`config.mk`:
```
export PLATFORM = sky130hd
export DESIGN_NAME = system_sequencer_gen2
export DESIGN_NICKNAME = d
export VERILOG_FILES = /design/src/rtl/sys_seq_pkg.sv /design/src/rtl/sys_seq_timer.sv /design/src/rtl/system_sequencer_gen2.sv
export SDC_FILE = /design/constraint.sdc
export NUM_CORES = 1
export LEC_CHECK = 0
export ABC_AREA = 1
export CORE_UTILIZATION = 46
export CTS_BUF_LIST = sky130_fd_sc_hd__clkbuf_16
export DETAILED_ROUTE_END_ITERATION = 7
export GPL_TIMING_DRIVEN = 0
export HOLD_SLACK_MARGIN = 0.03
export PLACE_DENSITY = 0.66
export REMOVE_ABC_BUFFERS = 1
export SETUP_SLACK_MARGIN = 0.3
export SLEW_MARGIN = 5
export SYNTH_ARGS = -nofsm -noshare
export SYNTH_HDL_FRONTEND = slang
export SYNTH_SLANG_ARGS = --single-unit
```
`constraint.sdc`:
```
create_clock -name clk -period 5.3 [get_ports clk]
set_clock_uncertainty 0.1 [all_clocks]
set_input_delay 1.06 -clock clk [delete_from_list [all_inputs] [get_ports clk]]
set_output_delay 1.06 -clock clk [all_outputs]
set_load 0.05 [all_outputs]
```
`src/rtl/sys_seq_pkg.sv`:
```
// sys_seq_pkg: shared state encoding, LED codes and default timing for the bring-up sequencer
package sys_seq_pkg;
  typedef enum logic [2:0] {IDLE, PWRUP, KICK, SETUP_WAIT, SETTLE, DISPLAY, FAULT} state_e;
  localparam logic [5:0] LED_IDLE       = 6'b000_001;
  localparam logic [5:0] LED_PWRUP      = 6'b000_011;
  localparam logic [5:0] LED_KICK       = 6'b000_111;
  localparam logic [5:0] LED_SETUP_WAIT = 6'b001_111;
  localparam logic [5:0] LED_SETTLE     = 6'b101_010;
  localparam logic [5:0] LED_DISPLAY    = 6'b111_111;
  localparam logic [5:0] LED_FAULT      = 6'b100_001;
  localparam int unsigned DEF_POWERUP_CYC       = 50;
  localparam int unsigned DEF_SETUP_TIMEOUT_CYC = 2_500_000;
  localparam int unsigned DEF_SETTLE_CYC        = 7_500_000;
  localparam int unsigned DEF_MAX_RETRIES       = 3;
  function automatic logic [5:0] led_code(state_e s);
    case (s)
      IDLE:       return LED_IDLE;
      PWRUP:      return LED_PWRUP;
      KICK:       return LED_KICK;
      SETUP_WAIT: return LED_SETUP_WAIT;
      SETTLE:     return LED_SETTLE;
      DISPLAY:    return LED_DISPLAY;
      FAULT:      return LED_FAULT;
      default:    return 6'b000_000;
    endcase
  endfunction
endpackage

```
`src/rtl/sys_seq_timer.sv`:
```
// sys_seq_timer: loadable down-counter that saturates at zero
module sys_seq_timer #(
  parameter int unsigned TIMER_W = 32
) (
  input  logic               clk,
  input  logic               reset,
  input  logic               load,
  input  logic [TIMER_W-1:0] load_val,
  output logic [TIMER_W-1:0] value,
  output logic               zero
);
  logic [TIMER_W-1:0] cnt_q, cnt_d;
  always_comb cnt_d = load ? load_val : (cnt_q == '0 ? cnt_q : cnt_q - TIMER_W'(1));
  always_ff @(posedge clk) begin
    if (reset) cnt_q <= '0;
    else cnt_q <= cnt_d;
  end
  assign value = cnt_q;
  assign zero  = cnt_q == '0;
endmodule

```
`src/rtl/system_sequencer_gen2.sv`:
```
// system_sequencer_gen2: PLL-lock to camera-setup to display bring-up FSM with retries and fault handling
module system_sequencer_gen2
  import sys_seq_pkg::*;
#(
  parameter int unsigned TIMER_W           = 32,
  parameter int unsigned POWERUP_CYC       = DEF_POWERUP_CYC,
  parameter int unsigned SETUP_TIMEOUT_CYC = DEF_SETUP_TIMEOUT_CYC,
  parameter int unsigned SETTLE_CYC        = DEF_SETTLE_CYC,
  parameter int unsigned MAX_RETRIES       = DEF_MAX_RETRIES
) (
  input  logic       clk,
  input  logic       reset,
  input  logic       locked,
  input  logic       setup_done,
  input  logic       setup_error,
  input  logic       testmode,
  input  logic       restart,
  output logic       start_setup,
  output logic       start_capture,
  output logic       ready_display,
  output logic       fault,
  output logic [3:0] retry_count,
  output logic [5:0] control_state
);
  localparam logic [3:0] MAX_R = 4'(MAX_RETRIES);
  state_e state_q, state_d;
  logic [3:0] retry_q, retry_d;
  logic fault_q, fault_d;
  logic start_setup_q, start_capture_q, ready_display_q;
  logic [5:0] control_state_q;
  logic tmr_load, tmr_zero;
  logic [TIMER_W-1:0] tmr_val, tmr_value;
  sys_seq_timer #(.TIMER_W(TIMER_W)) u_timer (
    .clk     (clk),
    .reset   (reset),
    .load    (tmr_load),
    .load_val(tmr_val),
    .value   (tmr_value),
    .zero    (tmr_zero)
  );
  always_comb begin
    state_d = state_q;
    retry_d = retry_q;
    if (restart || (!locked && state_q != IDLE)) state_d = IDLE;
    else begin
      case (state_q)
        IDLE:       if (locked) state_d = testmode ? DISPLAY : PWRUP;
        PWRUP:      if (tmr_zero) state_d = KICK;
        KICK:       state_d = SETUP_WAIT;
        SETUP_WAIT: begin
          if (setup_done || testmode) state_d = SETTLE;
          else if (setup_error || tmr_zero) begin
            state_d = retry_q < MAX_R ? KICK : FAULT;
            retry_d = retry_q < MAX_R ? retry_q + 4'd1 : retry_q;
          end
        end
        SETTLE:     if (tmr_zero) state_d = DISPLAY;
        DISPLAY:    state_d = DISPLAY;
        FAULT:      state_d = FAULT;
        default:    state_d = IDLE;
      endcase
    end
    retry_d  = state_d == IDLE ? 4'd0 : retry_d;
    fault_d  = restart ? 1'b0 : (state_d == FAULT || fault_q);
    // Timer is loaded on entry; a state exits on the cycle its count reaches zero.
    tmr_load = state_d != state_q;
    tmr_val  = state_d == PWRUP      ? TIMER_W'(POWERUP_CYC - 1) :
               state_d == SETUP_WAIT ? TIMER_W'(SETUP_TIMEOUT_CYC - 1) :
               state_d == SETTLE     ? TIMER_W'(SETTLE_CYC - 1) : '0;
  end
  always_ff @(posedge clk) begin
    if (reset) begin
      state_q         <= IDLE;
      retry_q         <= '0;
      fault_q         <= 1'b0;
      start_setup_q   <= 1'b0;
      start_capture_q <= 1'b0;
      ready_display_q <= 1'b0;
      control_state_q <= '0;
    end else begin
      state_q         <= state_d;
      retry_q         <= retry_d;
      fault_q         <= fault_d;
      start_setup_q   <= state_d == KICK;
      start_capture_q <= state_d == DISPLAY;
      ready_display_q <= state_d == DISPLAY;
      control_state_q <= led_code(state_d);
    end
  end
  assign start_setup   = start_setup_q;
  assign start_capture = start_capture_q;
  assign ready_display = ready_display_q;
  assign fault         = fault_q;
  assign retry_count   = retry_q;
  assign control_state = control_state_q;
endmodule

```
==> results of run 1 <==
-- kinds of logic (layout without fill, tap and decap cells) --
group	after synthesis	in the layout
and+or+nand+nor	208	208
AOI/OAI and AO/OA	31	31
buffers and inverters	40	62
adders and majority gates	2	2
DFF	48	48
xor gates and xnor gates	24	24
-- placed cells by master, fill, tap and decap left out, types with 2 or more instances in the layout --
master / instances
nand2_1: 79
nor2_1: 63
dfxtp_1: 48
inv_1: 32
clkdlybuf4s50_1: 20
nand3_1: 14
a21oi_1: 13
xnor2_1: 13
xor2_1: 11
nor2_2: 10
nand2_2: 10
nor3_1: 10
o21ai_0: 6
nor4_1: 6
clkbuf_16: 5
a31oi_1: 3
o21ai_1: 3
a21oi_2: 3
nor2_8: 2
nor2_4: 2
nand3_4: 2
and2_1: 2
nand4_1: 2
ha_1: 2
-- Yosys cell counts (all sizes together) --
cell	instances
nand2	90
nor2	77
dfxtp	48
inv	34
nand3	17
a21oi	16
xnor2	13
nor3	11
xor2	11
o21ai	9
nor4	7
buf	4
a31oi	3
nand4	3
and2	2
clkbuf	2
ha	2
a21boi	1
a41oi	1
o31ai	1
or2	1
-- power groups by stage --
stage	clock network (mW)	registers (mW)	logic, mW
detailed placement	0	0.589	1.28
finish	0.360	0.583	1.28
floorplan	0	0.580	1.07
CTS	0.369	0.583	1.29
global route	0.385	0.597	1.47
global placement	0	0.584	1.26
-- flip-flops by register name, summed over array words and instances (netlist names) --
signal         cells
start_setup        1
fault              1
retry_count        4
control_state      6
state_q            3
ready_display      1
u_timer.value     32
-- metal layers --
metal	global-route usage [%]	part of all wire, %
met3	3.83	2.2
met2	34.6	46
met5	0	0
met4	7.31	1.5
met1	26.4	50
-- path summary, 6_finish.rpt --
check / to / slack [ns] / cells after the start
worst min register to register: retry_count[2] / 0.34 / 2
worst max register to register: u_timer.value[5] / 2.68 / 13
worst max-delay path: u_timer.value[5] / 2.19 / 9
worst min-delay path: retry_count[2] / 0.34 / 2
-- through the flow --
step	util, %	hold WS, ns	setup WS [ns]
after detailed placement	53.3	0.339	1.87
after CTS	56.5	0.349	2.16
after global placement	53.3	0.333	1.85
after floorplan	-	0.380	2.74
after global routing	56.5	0.358	1.90
final	56.5	0.341	2.19
-- worst max-delay path, cell delays in order --
cell	delay, ns
clkdlybuf4s50_1	0.44
nor4_1	0.43
nand3_1	0.19
nand3_4	0.16
nand2_2	0.10
nand2_2	0.11
nand4_2	0.26
nand2_2	0.34
a21oi_1	0.09
-- final cells by class --
type / count / area [um2]
repair buffers: 20 / 200
fillers: 516 / 2280
flip-flops and latches: 48 / 961
well taps: 70 / 87.6
clock buffers: 5 / 125
multi-input cells: 265 / 1420
clock inverters: 3 / 42.5
inverters: 34 / 130
==> run summary, run 1 <==
status: completed
layout cells sized above 1: 12.0%
post-route insts no fill: 445
Core Area: 0.00524 mm2
vias: 2,201
Layout Nets: 383
unrepaired setup endpoints after global routing: false
critical path launch point: testmode
Die Height: 76.5 um
Syn Area/Cell: 7.24 um2
Routed Antenna Nets: 0
# rows: 26
Tcrit/Tclk final: 58.7%
GP Congestion: 0.815
gr usage total: 20.6%
largest net degree at the start of global routing: 22
Static Leakage: 1.36 nW
P_int: 1.19 mW
Die W: 76.5 um
CTS root buf: clkbuf_16
Mapped Area: 0.00255 mm2
cell taking the most area after synthesis: dfxtp_1
CP arrival: 3.18 ns
Post-Synth Simple-Gate Area: 39.2%
hpwl dp: 3940 um
synthesized instance count: 353
crit path launch type: input pin
Switching Fraction: 46.8%
worst slew pin tran: 0.791 ns
worst hold path class: flip-flop to flip-flop
worst hold start: retry_count[2]
clk sink count: 48
CP Class: input pin to flip-flop
Max FO, Critical Path: 11
antenna cell count: 0
CTS clk-pin slew, worst paths: 0.06 ns
post-DR wirelength/cell: 12.2 um
Comb pwr share: 57.7%
Initial DRT Pass Iterations: 4
Post-CTS Hold Buffers: 0
Via density: 4.95
CTS Buf Count: 5
Post-route DRC: 0
H-Tree Level Count: 2
initial antenna violation count: 0
Synth Area in Adders: 0.979%
MaxCap Viol Count: 0
Synth Area in Compound Gates: 7.00%
Yosys top cell area share: 37.6%
Unique masters post-synth: 36
worst-skew pair later-pin latency: 0.29 ns
first-pass GRT wire length: 9740 um
Yosys warnings: 0
Setup crit end kind: flip-flop
post-synthesis sequential area ratio: 37.6%
post-route cell area: 0.00296 mm2
Clock Power Share: 16.2%
minimum clock period: 3.11 ns
worst-case clock buffer depth: 2
Worst Path Required: 5.36 ns
worst r2r src: u_timer.value[0]
Max VDD drop: 0.298 mV
post-CTS setup repair buffer count: 0
starting density of the core: 48.8%
IO buf count: 20
proportion of synthesized area in mux cells: 0%
Fin. Hold Viols: 0
drt initial violations: 114
# IOs: 21
# resized after CTS: 0
placed insts: 437
Total Neg Setup Slack: 0 ns
placed inst area: 0.00279 mm2
Sequential Power Share: 26.2%
grt ovf: 0
Psw: 1.04 mW
Synth area leaders: dfxtp_1, nand2_1, nor2_1
XOR/XNOR share of the synthesized area: 8.23%
Pwr per Cell Area: 752 mW/mm2
CTS tree: done
final count of negative-setup-slack endpoints: 0
synthesis-stage register bit count: 48
overall power: 2.23 mW
max-slew violations: 0
slew margin rel.: 47.1%
Routed WL: 5420 um
vias in the first global route: 2,182
Fmax achieved: 321 MHz
Area growth, synth to finish: 15.9%
total die area: 0.00586 mm2
main combinational cell family by area after synthesis: simple AND/OR/NAND/NOR gates
Power figures use the tool's default switching activity.
==> run 2: changes to the inputs <==
--- a/config.mk
+++ b/config.mk
@@ -11,7 +11,7 @@
 export DETAILED_ROUTE_END_ITERATION = 7
 export GPL_TIMING_DRIVEN = 0
 export HOLD_SLACK_MARGIN = 0.03
-export PLACE_DENSITY = 0.66
+export PLACE_DENSITY = 0.68
 export REMOVE_ABC_BUFFERS = 1
 export SETUP_SLACK_MARGIN = 0.3
 export SLEW_MARGIN = 5
==> constraint.sdc (replaced) <==
create_clock -name clk -period 2.7 [get_ports clk]
set_clock_uncertainty 0.1 [all_clocks]
set_input_delay 0.54 -clock clk [delete_from_list [all_inputs] [get_ports clk]]
set_output_delay 0.54 -clock clk [all_outputs]
set_load 0.05 [all_outputs]
==> run 2 against run 1 <==
Against the previous run:
- cell count increased by 3.6%
- setup slack got worse by 1.8 ns
- sequential power is 99% higher
- critical path depth is 4 higher
- critical path type unchanged
- largest power group unchanged
==> run summary, run 2 (same netlist as run 1, synthesis figures left out) <==
status: completed
CP Class: input pin to flip-flop
initial antenna violation count: 0 (unchanged)
Max VDD drop: 0.892 mV (+200%)
IO buf count: 20 (unchanged)
commonest non-fill, non-tap cell in the layout: nand2_1
Post-CTS Hold Buffers: 0 (unchanged)
worst-skew pair later-pin latency: 0.29 ns (about the same)
Tcrit/Tclk final: 85.6%
post-route cell area: 0.00323 mm2 (+9.0%)
placed inst area: 0.00279 mm2 (unchanged)
# rows: 26 (unchanged)
Critical Path Slowest Stage Cell: clkdlybuf4s50_1
# IOs: 21 (unchanged)
Core Area: 0.00524 mm2 (unchanged)
end of the critical path: u_timer.value[17]
H-Tree Level Count: 2 (unchanged)
CP Depth: 13 (+4)
GP Congestion: 0.847 (+4.0%)
Reg2Reg Depth: 16 (+3)
Cell Chain, Critical Path: clkdlybuf4s50_1 -> a31oi_2 -> nor2_4 -> o21ai_0 -> inv_1 -> o21ai_1 -> nand2_4 -> nand3_4 -> inv_4 -> nand2_1 -> nand2_1 -> nand2_1 -> nor2_1
met1 usage: 27.8% (+1.4 points)
Die Height: 76.5 um (unchanged)
Post-route DRC: 0 (unchanged)
critical path launch point: locked
vias: 2,316 (+5.2%)
Initial DRT Pass Iterations: 4 (unchanged)
crit path launch type: input pin
final count of negative-setup-slack endpoints: 0 (unchanged)
Via density: 5.02 (+1.6%)
GRT Max-Usage Layer: met2
number of fill cells: 471 (-8.7%)
FF-to-FF End: u_timer.value[2]
gr usage total: 20.7% (about the same)
Fin. Hold Viols: 0 (unchanged)
worst hold path class: flip-flop to flip-flop
Worst Path Required: 2.75 ns (-2.61 ns)
largest stage delay on the critical path: 0.47 ns (+0.03 ns)
total die area: 0.00586 mm2 (unchanged)
CTS tree: done
FF-to-FF setup slack: 0.46 ns (-2.22 ns)
MaxCap Viol Count: 0 (unchanged)
layout cells sized above 1: 19.4% (+7.4 points)
Setup crit end kind: flip-flop
worst-case clock buffer depth: 2 (unchanged)
post-DR wirelength/cell: 12.6 um (+3.8%)
CP dominant cell by count: nand2_1
met2 global-route usage: 32.6% (-2.0 points)
overall power: 4.74 mW (+110%)
drt initial violations: 84 (-26%)
Layout Nets: 399 (+4.2%)
CP arrival: 2.36 ns (-0.82 ns)
CTS root buf: clkbuf_16
Max FO, Critical Path: 6 (-5)
minimum clock period: 2.31 ns
flip-flop and latch area: 961 um2 (unchanged)
Fmax achieved: 432 MHz
cell family with most CP delay: buffers and inverters
clk sink count: 48 (unchanged)
max reg flops: 32 (unchanged)
Static Leakage: 1.49 nW (+9.4%)
hpwl dp: 3800 um (-3.4%)
setup ws final: 0.388 ns (-1.80 ns)
slew margin rel.: 43.6% (-3.5 points)
antenna cell count: 0 (unchanged)
DP Worst Slack: -0.291 ns (-2.16 ns)
vias in the first global route: 2,086 (-4.4%)
Routed Antenna Nets: 0 (unchanged)
Routed WL: 5830 um (+7.5%)
met3 Track Usage GR: 3.83% (unchanged)
Area growth, synth to finish: 26.4%
most frequent cells in the layout: nand2_1, nor2_1, dfxtp_1
Buf/Inv on CP: 3 (+2)
worst slew pin tran: 0.844 ns (+0.0528 ns)
first-pass GRT wire length: 9600 um (-1.3%)
grt ovf: 0 (unchanged)
max-slew violations: 0 (unchanged)
Pwr per Cell Area: 1470 mW/mm2 (+95%)
largest net degree at the start of global routing: 22 (unchanged)
worst r2r src: u_timer.value[21]
multi-input logic area: 0.00157 mm2 (+11%)
Die W: 76.5 um (unchanged)
Total Neg Setup Slack: 0 ns (unchanged)
CTS Buf Count: 5 (unchanged)
CTS clk-pin slew, worst paths: 0.07 ns (about the same)
starting density of the core: 48.8% (unchanged)
unrepaired setup endpoints after global routing: true
[run 2: cell count changes in the layout (fill, tap and decap cells not counted), moves of 2 or more]
cell,delta
buf_4,+12
nor4_1,-3
nor2_4,+3
nand2_1,-5
inv_1,-2
inv_2,+2
nor2_1,-2
nand2_4,+6
nor4_4,+3
clkinv_4,+2
[run 2: tightest hold or removal path, delay by kind of cell, from the launching register on]
kind	cells	cell delay, ns
DFF	1	0.32
and+or+nand+nor	1	0.03
buffers and inverters	1	0.05
[run 2: worst min-delay path by stage]
stage                     cells past startpoint               from                 to
final                                         2     retry_count[2]     retry_count[2]
after global routing                          2     retry_count[3]     retry_count[3]
after floorplan                               2  u_timer.value[30]  u_timer.value[30]
after global placement                        2     retry_count[2]     retry_count[2]
after CTS                                     2     retry_count[2]     retry_count[2]
after detailed placement                      2     retry_count[2]     retry_count[2]
[run 2: layout make-up]
class                   count  area share (%)
multi-input cells         267            48.6
flip-flops and latches     48            29.8
repair buffers             32            8.99
inverters                  34            4.18
clock buffers               5            3.87
well taps                  70            2.71
clock inverters             3            1.47
repair inverters            2           0.387
[run 2: what timing repair did]
action / 4_1_cts / 5_1_grt
cloned: 2 / 2
setup buffers: 4 / 8
gates resized for setup: 10 / 22
setup endpoints to repair: 30 / 34
pin swaps: 5 / 9
[run 2: through the flow]
step	utilization (%)	instances	hold slack, ns
6_report	61.7	461	0.350
5_1_grt	61.7	461	0.386
4_1_cts	58.5	451	0.348
3_5_place_dp	53.3	437	0.339
3_3_place_gp	53.3	437	0.334
2_1_floorplan	-	347	0.380
[run 2: routing by layer]
metal	vias to the layer above	routed length, um
met5	-	0
met4	0	97
met3	11	253
met2	49	2640
met1	1061	2840
li1	1195	-
[run 2: power by group]
group | leakage [nW] | switching (mW) | internal (mW)
Combinational | 1.02 | 1.74 | 1.12
Sequential | 0.391 | 0.218 | 0.940
Clock | 0.0840 | 0.283 | 0.440
